--- config.mk ---
export PLATFORM = sky130hd
export DESIGN_NAME = pipe_stage_reg
export DESIGN_NICKNAME = d
export VERILOG_FILES = /design/src/rtl/rv_pipe_pkg.sv /design/src/rtl/register.sv /design/src/rtl/pipe_stage_reg.sv
export SDC_FILE = /design/constraint.sdc
export NUM_CORES = 1
export LEC_CHECK = 0
export CORE_MARGIN = 2
export CORE_UTILIZATION = 40
export CTS_CLUSTER_SIZE = 40
export DETAILED_ROUTE_END_ITERATION = 10
export PLACE_DENSITY_LB_ADDON = 0.08
export SYNTH_ARGS = -nofsm -noshare
export SYNTH_HDL_FRONTEND = slang
export SYNTH_HIERARCHICAL = 1
export SYNTH_SLANG_ARGS = --single-unit
--- constraint.sdc ---
create_clock -name clk -period 1.4 [get_ports clk]
set_input_delay 0.35 -clock clk [delete_from_list [all_inputs] [get_ports clk]]
set_output_delay 0.35 -clock clk [all_outputs]
set_load 0.03 [all_outputs]
--- src/rtl/rv_pipe_pkg.sv ---
`default_nettype none
// ============================================================================
//  Module      : rv_pipe_pkg
//  Description : Shared constants for the RV core pipeline stage registers.
//                OCC_* values double as the skid-stage FSM state encoding,
//                so the state register is directly the occupancy count.
//                RV_NOP is the canonical bubble (addi x0,x0,0) that callers
//                pass as RESET_VALUE on instruction-carrying stages.
//  Revision    : 1.0 - initial release
// ============================================================================
package rv_pipe_pkg;

    typedef logic [1:0] occ_t;

    localparam occ_t        OCC_EMPTY = 2'd0;
    localparam occ_t        OCC_ONE   = 2'd1;
    localparam occ_t        OCC_FULL  = 2'd2;

    localparam logic [31:0] RV_NOP    = 32'h0000_0013;

endpackage : rv_pipe_pkg
`default_nettype wire

--- src/rtl/register.sv ---
`default_nettype none
// ============================================================================
//  Module      : register
//  Description : Enable register with synchronous active-low reset and a
//                synchronous clear. Both reset and clear load RESET_VALUE;
//                otherwise the register loads i_d when i_en is high.
//  Ports       : clk    - clock, rising edge
//                rst_n  - synchronous reset, active low
//                i_clr  - synchronous clear to RESET_VALUE
//                i_en   - load enable
//                i_d    - data in  [WIDTH-1:0]
//                o_q    - data out [WIDTH-1:0]
//  Revision    : 1.0 - initial release
// ============================================================================
module register #(
    parameter int               WIDTH       = 32,
    parameter logic [WIDTH-1:0] RESET_VALUE = '0
) (
    input  logic             clk,
    input  logic             rst_n,
    input  logic             i_clr,
    input  logic             i_en,
    input  logic [WIDTH-1:0] i_d,
    output logic [WIDTH-1:0] o_q
);

    logic [WIDTH-1:0] r_q;

    always_ff @(posedge clk) begin
        if (!rst_n || i_clr) begin
            r_q <= RESET_VALUE;
        end else if (i_en) begin
            r_q <= i_d;
        end
    end

    assign o_q = r_q;

endmodule : register
`default_nettype wire

--- src/rtl/pipe_stage_reg.sv ---
`default_nettype none
// ============================================================================
//  Module      : pipe_stage_reg
//  Description : Pipeline stage register with valid/ready handshake,
//                synchronous flush and optional 2-entry skid buffer.
//                SKID=1 : registered in_ready, full throughput.
//                SKID=0 : single entry, in_ready = !out_valid | out_ready.
//  Ports       : clk, rst_n (sync, active low), flush (sync discard)
//                in_valid / in_ready / in_data    - upstream side
//                out_valid / out_ready / out_data - downstream side
//                occupancy [1:0]                  - entries held (0..2)
//  Revision    : 1.0 - initial release
// ============================================================================
module pipe_stage_reg
    import rv_pipe_pkg::*;
#(
    parameter int               WIDTH       = 32,
    parameter logic [WIDTH-1:0] RESET_VALUE = '0,
    parameter int               SKID        = 1
) (
    input  logic             clk,
    input  logic             rst_n,
    input  logic             flush,
    input  logic             in_valid,
    output logic             in_ready,
    input  logic [WIDTH-1:0] in_data,
    output logic             out_valid,
    input  logic             out_ready,
    output logic [WIDTH-1:0] out_data,
    output logic [1:0]       occupancy
);

    // ------------------------------------------------------------------
    // Handshake decode
    // ------------------------------------------------------------------
    occ_t             r_occ;
    occ_t             w_occ_nxt;
    logic             w_in_ready;
    logic             w_out_valid;
    logic             w_accept;
    logic             w_pop;
    logic             w_main_en;
    logic [WIDTH-1:0] w_main_d;
    logic [WIDTH-1:0] w_main_q;
    logic [WIDTH-1:0] w_skid_q;

    assign w_out_valid = (r_occ != OCC_EMPTY);
    assign w_accept    = in_valid & w_in_ready;
    assign w_pop       = w_out_valid & out_ready;

    // ------------------------------------------------------------------
    // Occupancy FSM: state register
    // ------------------------------------------------------------------
    always_ff @(posedge clk) begin
        if (!rst_n || flush) begin
            r_occ <= OCC_EMPTY;
        end else begin
            r_occ <= w_occ_nxt;
        end
    end

    // ------------------------------------------------------------------
    // Occupancy FSM: next state and main-entry load control.
    // The main entry always holds the oldest word; the skid entry only
    // ever holds the second-oldest, so a pop from FULL promotes skid.
    // ------------------------------------------------------------------
    always_comb begin
        w_occ_nxt = r_occ;
        w_main_en = 1'b0;
        w_main_d  = in_data;
        case (r_occ)
            OCC_EMPTY: begin
                if (w_accept) begin
                    w_occ_nxt = OCC_ONE;
                    w_main_en = 1'b1;
                end
            end
            OCC_ONE: begin
                if (w_accept && w_pop) begin
                    // Replace in the same edge: no bubble.
                    w_main_en = 1'b1;
                end else if (w_accept) begin
                    // New word parks in the skid entry (SKID=1 only;
                    // unreachable with the combinational ready).
                    w_occ_nxt = OCC_FULL;
                end else if (w_pop) begin
                    w_occ_nxt = OCC_EMPTY;
                end
            end
            OCC_FULL: begin
                // in_ready is low here, so only a pop can happen.
                if (w_pop) begin
                    w_occ_nxt = OCC_ONE;
                    w_main_en = 1'b1;
                    w_main_d  = w_skid_q;
                end
            end
            default: begin
                w_occ_nxt = OCC_EMPTY;
            end
        endcase
    end

    // ------------------------------------------------------------------
    // Main (output) entry
    // ------------------------------------------------------------------
    register #(
        .WIDTH       (WIDTH),
        .RESET_VALUE (RESET_VALUE)
    ) u_main (
        .clk   (clk),
        .rst_n (rst_n),
        .i_clr (flush),
        .i_en  (w_main_en),
        .i_d   (w_main_d),
        .o_q   (w_main_q)
    );

    // ------------------------------------------------------------------
    // Skid entry and ready generation
    // ------------------------------------------------------------------
    generate
        if (SKID != 0) begin : g_skid
            logic w_skid_en;
            logic r_in_ready;

            assign w_skid_en = w_accept & ~w_pop & (r_occ == OCC_ONE);

            register #(
                .WIDTH       (WIDTH),
                .RESET_VALUE (RESET_VALUE)
            ) u_skid (
                .clk   (clk),
                .rst_n (rst_n),
                .i_clr (flush),
                .i_en  (w_skid_en),
                .i_d   (in_data),
                .o_q   (w_skid_q)
            );

            // Registered copy of (next occupancy != FULL) so that
            // in_ready carries no combinational path from out_ready.
            always_ff @(posedge clk) begin
                if (!rst_n || flush) begin
                    r_in_ready <= 1'b1;
                end else begin
                    r_in_ready <= (w_occ_nxt != OCC_FULL);
                end
            end

            assign w_in_ready = r_in_ready;
        end else begin : g_no_skid
            assign w_skid_q   = '0;
            assign w_in_ready = ~w_out_valid | out_ready;
        end
    endgenerate

    // ------------------------------------------------------------------
    // Outputs
    // ------------------------------------------------------------------
    assign in_ready  = w_in_ready;
    assign out_valid = w_out_valid;
    assign out_data  = w_main_q;
    assign occupancy = r_occ;

endmodule : pipe_stage_reg
`default_nettype wire

# Word-level counts from Yosys, hierarchy flattened
# Index checks and enable logic that the tools add are counted.
# op_classes
shifts	0
n_addsub	0
n_mux	12
bitwise	5
n_reduce_logical	5
n_mul	0
order_cmp	0
div_mod_pow	0
n_eq_ne	3
# op_table
cell	n
$mux 32	2
$mux 2	5
$pmux 2 s3	1
$and 1x1->1	4
$mux 1	3
$pmux 1 s3	1
$eq 2x1->1 const B	1
$eq 2x2->1 const B	1
$logic_not 2->1	1
$ne 2x2->1 const B	1
$reduce_bool 2->1	1
$logic_and 1x1->1	1
$logic_not 1->1	1
$logic_or 1x1->1	1
$not 1->1	1
# totals
regBits	67
latchBits	0
out_inout_bits	36
mem_bits_ro	0
wordCells	29
mem_count	0
in_bits	37
ramBits	0

# Depth between registers and ports, before layout
# depth
word_depth	7
ltp_mapped	8

# Hierarchy
# Netlist, hierarchy kept.
# by_module_without_submodules
mod	area_each_um2	seq_area_each_um2	instances	cells_per_inst
register	1173.6	640.6	2	104
pipe_stage_reg	666.9	60.1	1	55

# Least setup slack after synthesis
# Ideal clock, no wire load.
# synth_timing
kind	register -> register
startpoint	register r_occ[1], in the netlist occupancy[1]
endpoint	register u_main.r_q[0], in the netlist u_main/o_q[0]
path_stages_with_launch	9
arrival_ps	1664
period_less_slack_ps	1781
n_path_buf	3
setup_ps	117
setup_slack_ps	-381
path_cell_list	dfxtp_1 > and2b_1 > nand2_2 > buf_6 > o31ai_1 > buf_6 > buf_12 > mux2i_1 > nor2_1
# synth_between
elab_chain_len	5
# synth_lines
item	line	text
from (decl)	pipe_stage_reg.sv:36	occ_t r_occ;
from (signal assigned)	pipe_stage_reg.sv:58	r_occ <= w_occ_nxt;
$reduce_bool 2->1	pipe_stage_reg.sv:47	assign w_out_valid = (r_occ != OCC_EMPTY);
$and 1x1->1	pipe_stage_reg.sv:49	assign w_pop = w_out_valid & out_ready;
$logic_and 1x1->1	pipe_stage_reg.sv:79	if (w_accept && w_pop) begin
$mux 1	pipe_stage_reg.sv:79	
$pmux 1 s3 (*)	pipe_stage_reg.sv:71	case (r_occ)
net w_main_en	pipe_stage_reg.sv:42	logic w_main_en;
to (signal assigned)	register.sv:33	r_q <= i_d;
to (decl)	register.sv:27	logic [WIDTH-1:0] r_q;
# The timed path passes the listed nets; every way through them passes the cells marked *.
# A chain may end at the register's enable or synchronous reset.

# Final worst setup path
# layout_timing
startpoint	register r_occ[0], in the netlist occupancy[0]
endpoint	register u_main.r_q[8], in the netlist u_main/o_q[8]
# layout_lines
item	line	text
$reduce_bool 2->1	pipe_stage_reg.sv:47	
$and 1x1->1	pipe_stage_reg.sv:49	
$mux 32	pipe_stage_reg.sv:92	if (w_pop) begin
$mux 32 (*)	pipe_stage_reg.sv:71	
net w_main_d[8]	pipe_stage_reg.sv:43	logic [WIDTH-1:0] w_main_d;
# Marked as above.

==> results.py <==
metrics = {
    "synth": {
        "ys.flop_type": "dfxtp_1",
        "synth_top_cells_by_count": "67 x dfxtp_1, 64 x mux2i_1, 64 x nor2_1, 29 x mux2_4",
        "yosysSeqAreaShare_pct": 44.5,
        "synth_area_sq_um": 3010,
        "synth.avg_cell_area_sq_um": 11.5,
        "syn-num-nets": 300,
        "yosysTopAreaCell": "dfxtp_1",
        "yosysMostFrequentCell": "dfxtp_1",
        "synth_area_leaders": "dfxtp_1 44%, mux2i_1 21%, mux2_4 14%",
        "synth_top_area_share_pct": 44.5,
        "async_flop_share_pct": 0,
        "synth-seq-cells": 67,
        "netlist_instances": 263,
        "ys_warn_count": 6,
        "synth.distinct_cells": 21,
        "synth-edff-count": 0,
    },
    "hold_path": {
        "hold_end": "in_ready$_SDFF_PP1_",
        "min_path_cells": 2,
        "hp-class": "in -> reg",
        "hp-start": "out_ready",
    },
    "clock_tree": {
        "htree_levels": 3,
        "cts_buffers": 9,
        "clock-root-buffer": "clkbuf_8",
        "cts_tree": "yes",
        "clkLatencyLatePin_ns": 0.34,
        "cts.sinks": 67,
        "clk_path_buf_depth": 2,
        "clk_pin_slew_ns": 0.07,
    },
    "sta": {
        "period_minus_slack_ns": 1.53,
        "slew_violations": 0,
        "slew_headroom_pct": 82.4,
        "setup_violations": 58,
        "finClkSkew_ns": 0.0121,
        "hold_viol": 0,
        "worstMarginPinSlew_ns": 0.262,
        "tns_ns": -4.41,
        "setup_ws_ns": -0.126,
        "fmax_mhz": 655,
        "rsz0062_at_grt": "true",
        "finalCritPeriodShare_pct": 109,
    },
    "setup_path": {
        "path_buf_inv": 1,
        "rr_endpoint": "u_main/o_q[8]$_SDFFE_PP0P_",
        "r2r.worst_path.cells": 6,
        "end_kind": "flip-flop",
        "crit_chain": "and2b_2 -> nand2_8 -> buf_12 -> mux2_4 -> mux2i_1 -> nor2_1",
        "path_delay_family": "simple AND/OR/NAND/NOR gates",
        "slowest_stage": "dfxtp_4",
        "path_class": "reg -> reg",
        "rrSetupSlack_ns": -0.13,
        "reg2reg_from": "occupancy[0]$_SDFF_PP0_",
        "required_ns": 1.63,
        "max_stage_delay_ns": 0.36,
        "startpoint_type": "flip-flop",
        "path_max_fanout": 8,
        "worstPathArrival_ns": 1.75,
    },
    "finish": {
        "drive_above_1_share_pct": 35.7,
        "diodes": 0,
        "area_growth_pct": 46.6,
        "nets": 402,
    },
    "outcome": {
        "status": "complete, but fails checks",
        "violations": "setup timing",
    },
    "placed_design": {
        "dp_hpwl_um": 4050,
        "globalplace.congestion": 0.664,
        "port_buffers": 72,
        "dp_slack_ns": -0.602,
    },
    "grt": {
        "gr-total-overflow": 0,
        "grt_use_total_pct": 16.6,
        "antenna_found_initial": 0,
        "first_global_vias": 2192,
        "grt_pass1_wl_um": 10700,
        "grt_max_degree": 23,
    },
    "power_and_ir_drop": {
        "powerDensity_nw_per_um2": 978,
        "p_sw_mw": 1.05,
        "internal-power_mw": 3.28,
        "seq_power_share_pct": 45.4,
        "swShare_pct": 24.2,
        "leakage_nw": 1.84,
        "p_comb_share_pct": 14.5,
        "clkPwrFrac_pct": 40.1,
        "max-vdd-ir-drop_mv": 0.518,
    },
    "floorplan": {
        "rows": 31,
        "die_width_um": 90.8,
        "fp.coreArea_sq_um": 7290,
        "io_pins": 73,
        "initial_core_util_pct": 41.3,
        "die_y_um": 90.8,
        "die_area_sq_um": 8250,
    },
    "route": {
        "drtPass1Iterations": 4,
        "route.detailed.drc": 0,
        "via_count": 2182,
        "wl_per_cell_um": 14.3,
        "drt-total-wl_um": 6710,
        "drtIter0Drc": 54,
        "routed_via_density": 4.65,
        "ant_nets": 0,
    },
    "flow_run": {
        "cap_violations": 0,
    },
}
-- worst max path at each step --
| stage | cells past startpoint | start | slack [ns] | end |
|---|---|---|---|---|
| 3_3_place_gp | 6 | out_ready | -0.60 | g_skid.u_skid/o_q[22]$_SDFFE_PP0P_ |
| 5_1_grt | 6 | occupancy[0]$_SDFF_PP0_ | -0.19 | u_main/o_q[3]$_SDFFE_PP0P_ |
| 4_1_cts | 8 | occupancy[0]$_SDFF_PP0_ | -0.18 | u_main/o_q[23]$_SDFFE_PP0P_ |
| 3_5_place_dp | 6 | out_ready | -0.60 | g_skid.u_skid/o_q[22]$_SDFFE_PP0P_ |
| 2_1_floorplan | 8 | occupancy[0]$_SDFF_PP0_ | -0.15 | u_main/o_q[0]$_SDFFE_PP0P_ |
| 6_report | 6 | occupancy[0]$_SDFF_PP0_ | -0.13 | u_main/o_q[8]$_SDFFE_PP0P_ |
-- stage by stage --
step                area [sq um]  power (mW)  instances  utilization (%)  hold WS, ns
floorplan                   3050        2.34        263                -        0.419
global placement            3910        2.57        437             53.6        0.470
detailed placement          3910        2.57        437             53.6        0.481
CTS                         4430        4.40        468             60.8        0.499
global route                4420        4.52        469             60.6        0.404
finish                      4420        4.32        469             60.6        0.410
-- flip-flops by register name, indices dropped and copies added, names as in the netlist --
register / flops
g_skid.u_skid/o_q: 32
u_main/o_q: 32
occupancy: 2
in_ready: 1
-- power groups by stage --
stage / Sequential, mW / Clock (mW) / Combinational (mW)
final: 1.96 / 1.73 / 0.626
after CTS: 1.96 / 1.79 / 0.644
after detailed placement: 2.00 / 0 / 0.567
after floorplan: 2.07 / 0 / 0.275
after global routing: 1.97 / 1.88 / 0.666
after global placement: 2.01 / 0 / 0.561
-- what timing repair did --
| action | in CTS | in global routing |
|---|---|---|
| pin swaps | 6 | 4 |
| endpoints found under the hold margin | 0 | 0 |
| hold buffers | 0 | 0 |
| buffers inserted | 11 | 4 |
| resized for setup | 117 | 13 |
| setup endpoints to repair | 95 | 68 |
| gates cloned | 4 | 2 |
-- layer usage --
metal | wire (um) | up-vias | global-route usage [%] | share of wire [%]
li1 | - | 1099 | - | -
met1 | 3110 | 1031 | 20.7 | 46
met2 | 3220 | 46 | 27.3 | 48
met3 | 320 | 6 | 4.09 | 4.8
met4 | 59 | 0 | 6.82 | 0.88
met5 | 0 | - | 0 | 0
-- layout make-up --
| cell class | instances | area (sq um) |
|---|---|---|
| Clock buffer | 11 | 163 |
| Clock inverter | 5 | 58.8 |
| Fill cell | 661 | 2870 |
| Inverter | 1 | 3.75 |
| Multi-Input combinational cell | 178 | 1520 |
| Sequential cell | 67 | 1350 |
| Tap cell | 99 | 124 |
| Timing Repair Buffer | 108 | 1190 |
-- logic make-up after synthesis --
logic type             Yosys count  synth area share [%]
multiplexers                    96                  36.8
AND/OR/NAND/NOR                 78                  10.7
flip-flops                      67                  44.5
buffers and inverters           18                  6.97
AO/OA/AOI/OAI                    4                  1.04
-- cell usage in the layout, fill, tap and decap left out, types with 2 or more instances in the layout --
master	Yosys	routed
buf_6	5	8
clkbuf_8	0	10
nand2b_1	4	3
clkbuf_2	0	3
buf_2	6	2
buf_12	6	8
clkdlybuf4s15_2	0	26
clkdlybuf4s50_1	0	34
dfxtp_4	0	2
buf_16	0	2
mux2_2	3	2
dfxtp_1	67	64
mux2i_1	64	64
nor2_1	64	64
clkbuf_16	0	3
clkinvlp_4	0	2
mux2_4	29	30
buf_4	0	21
(Power assumes the default switching activity.)
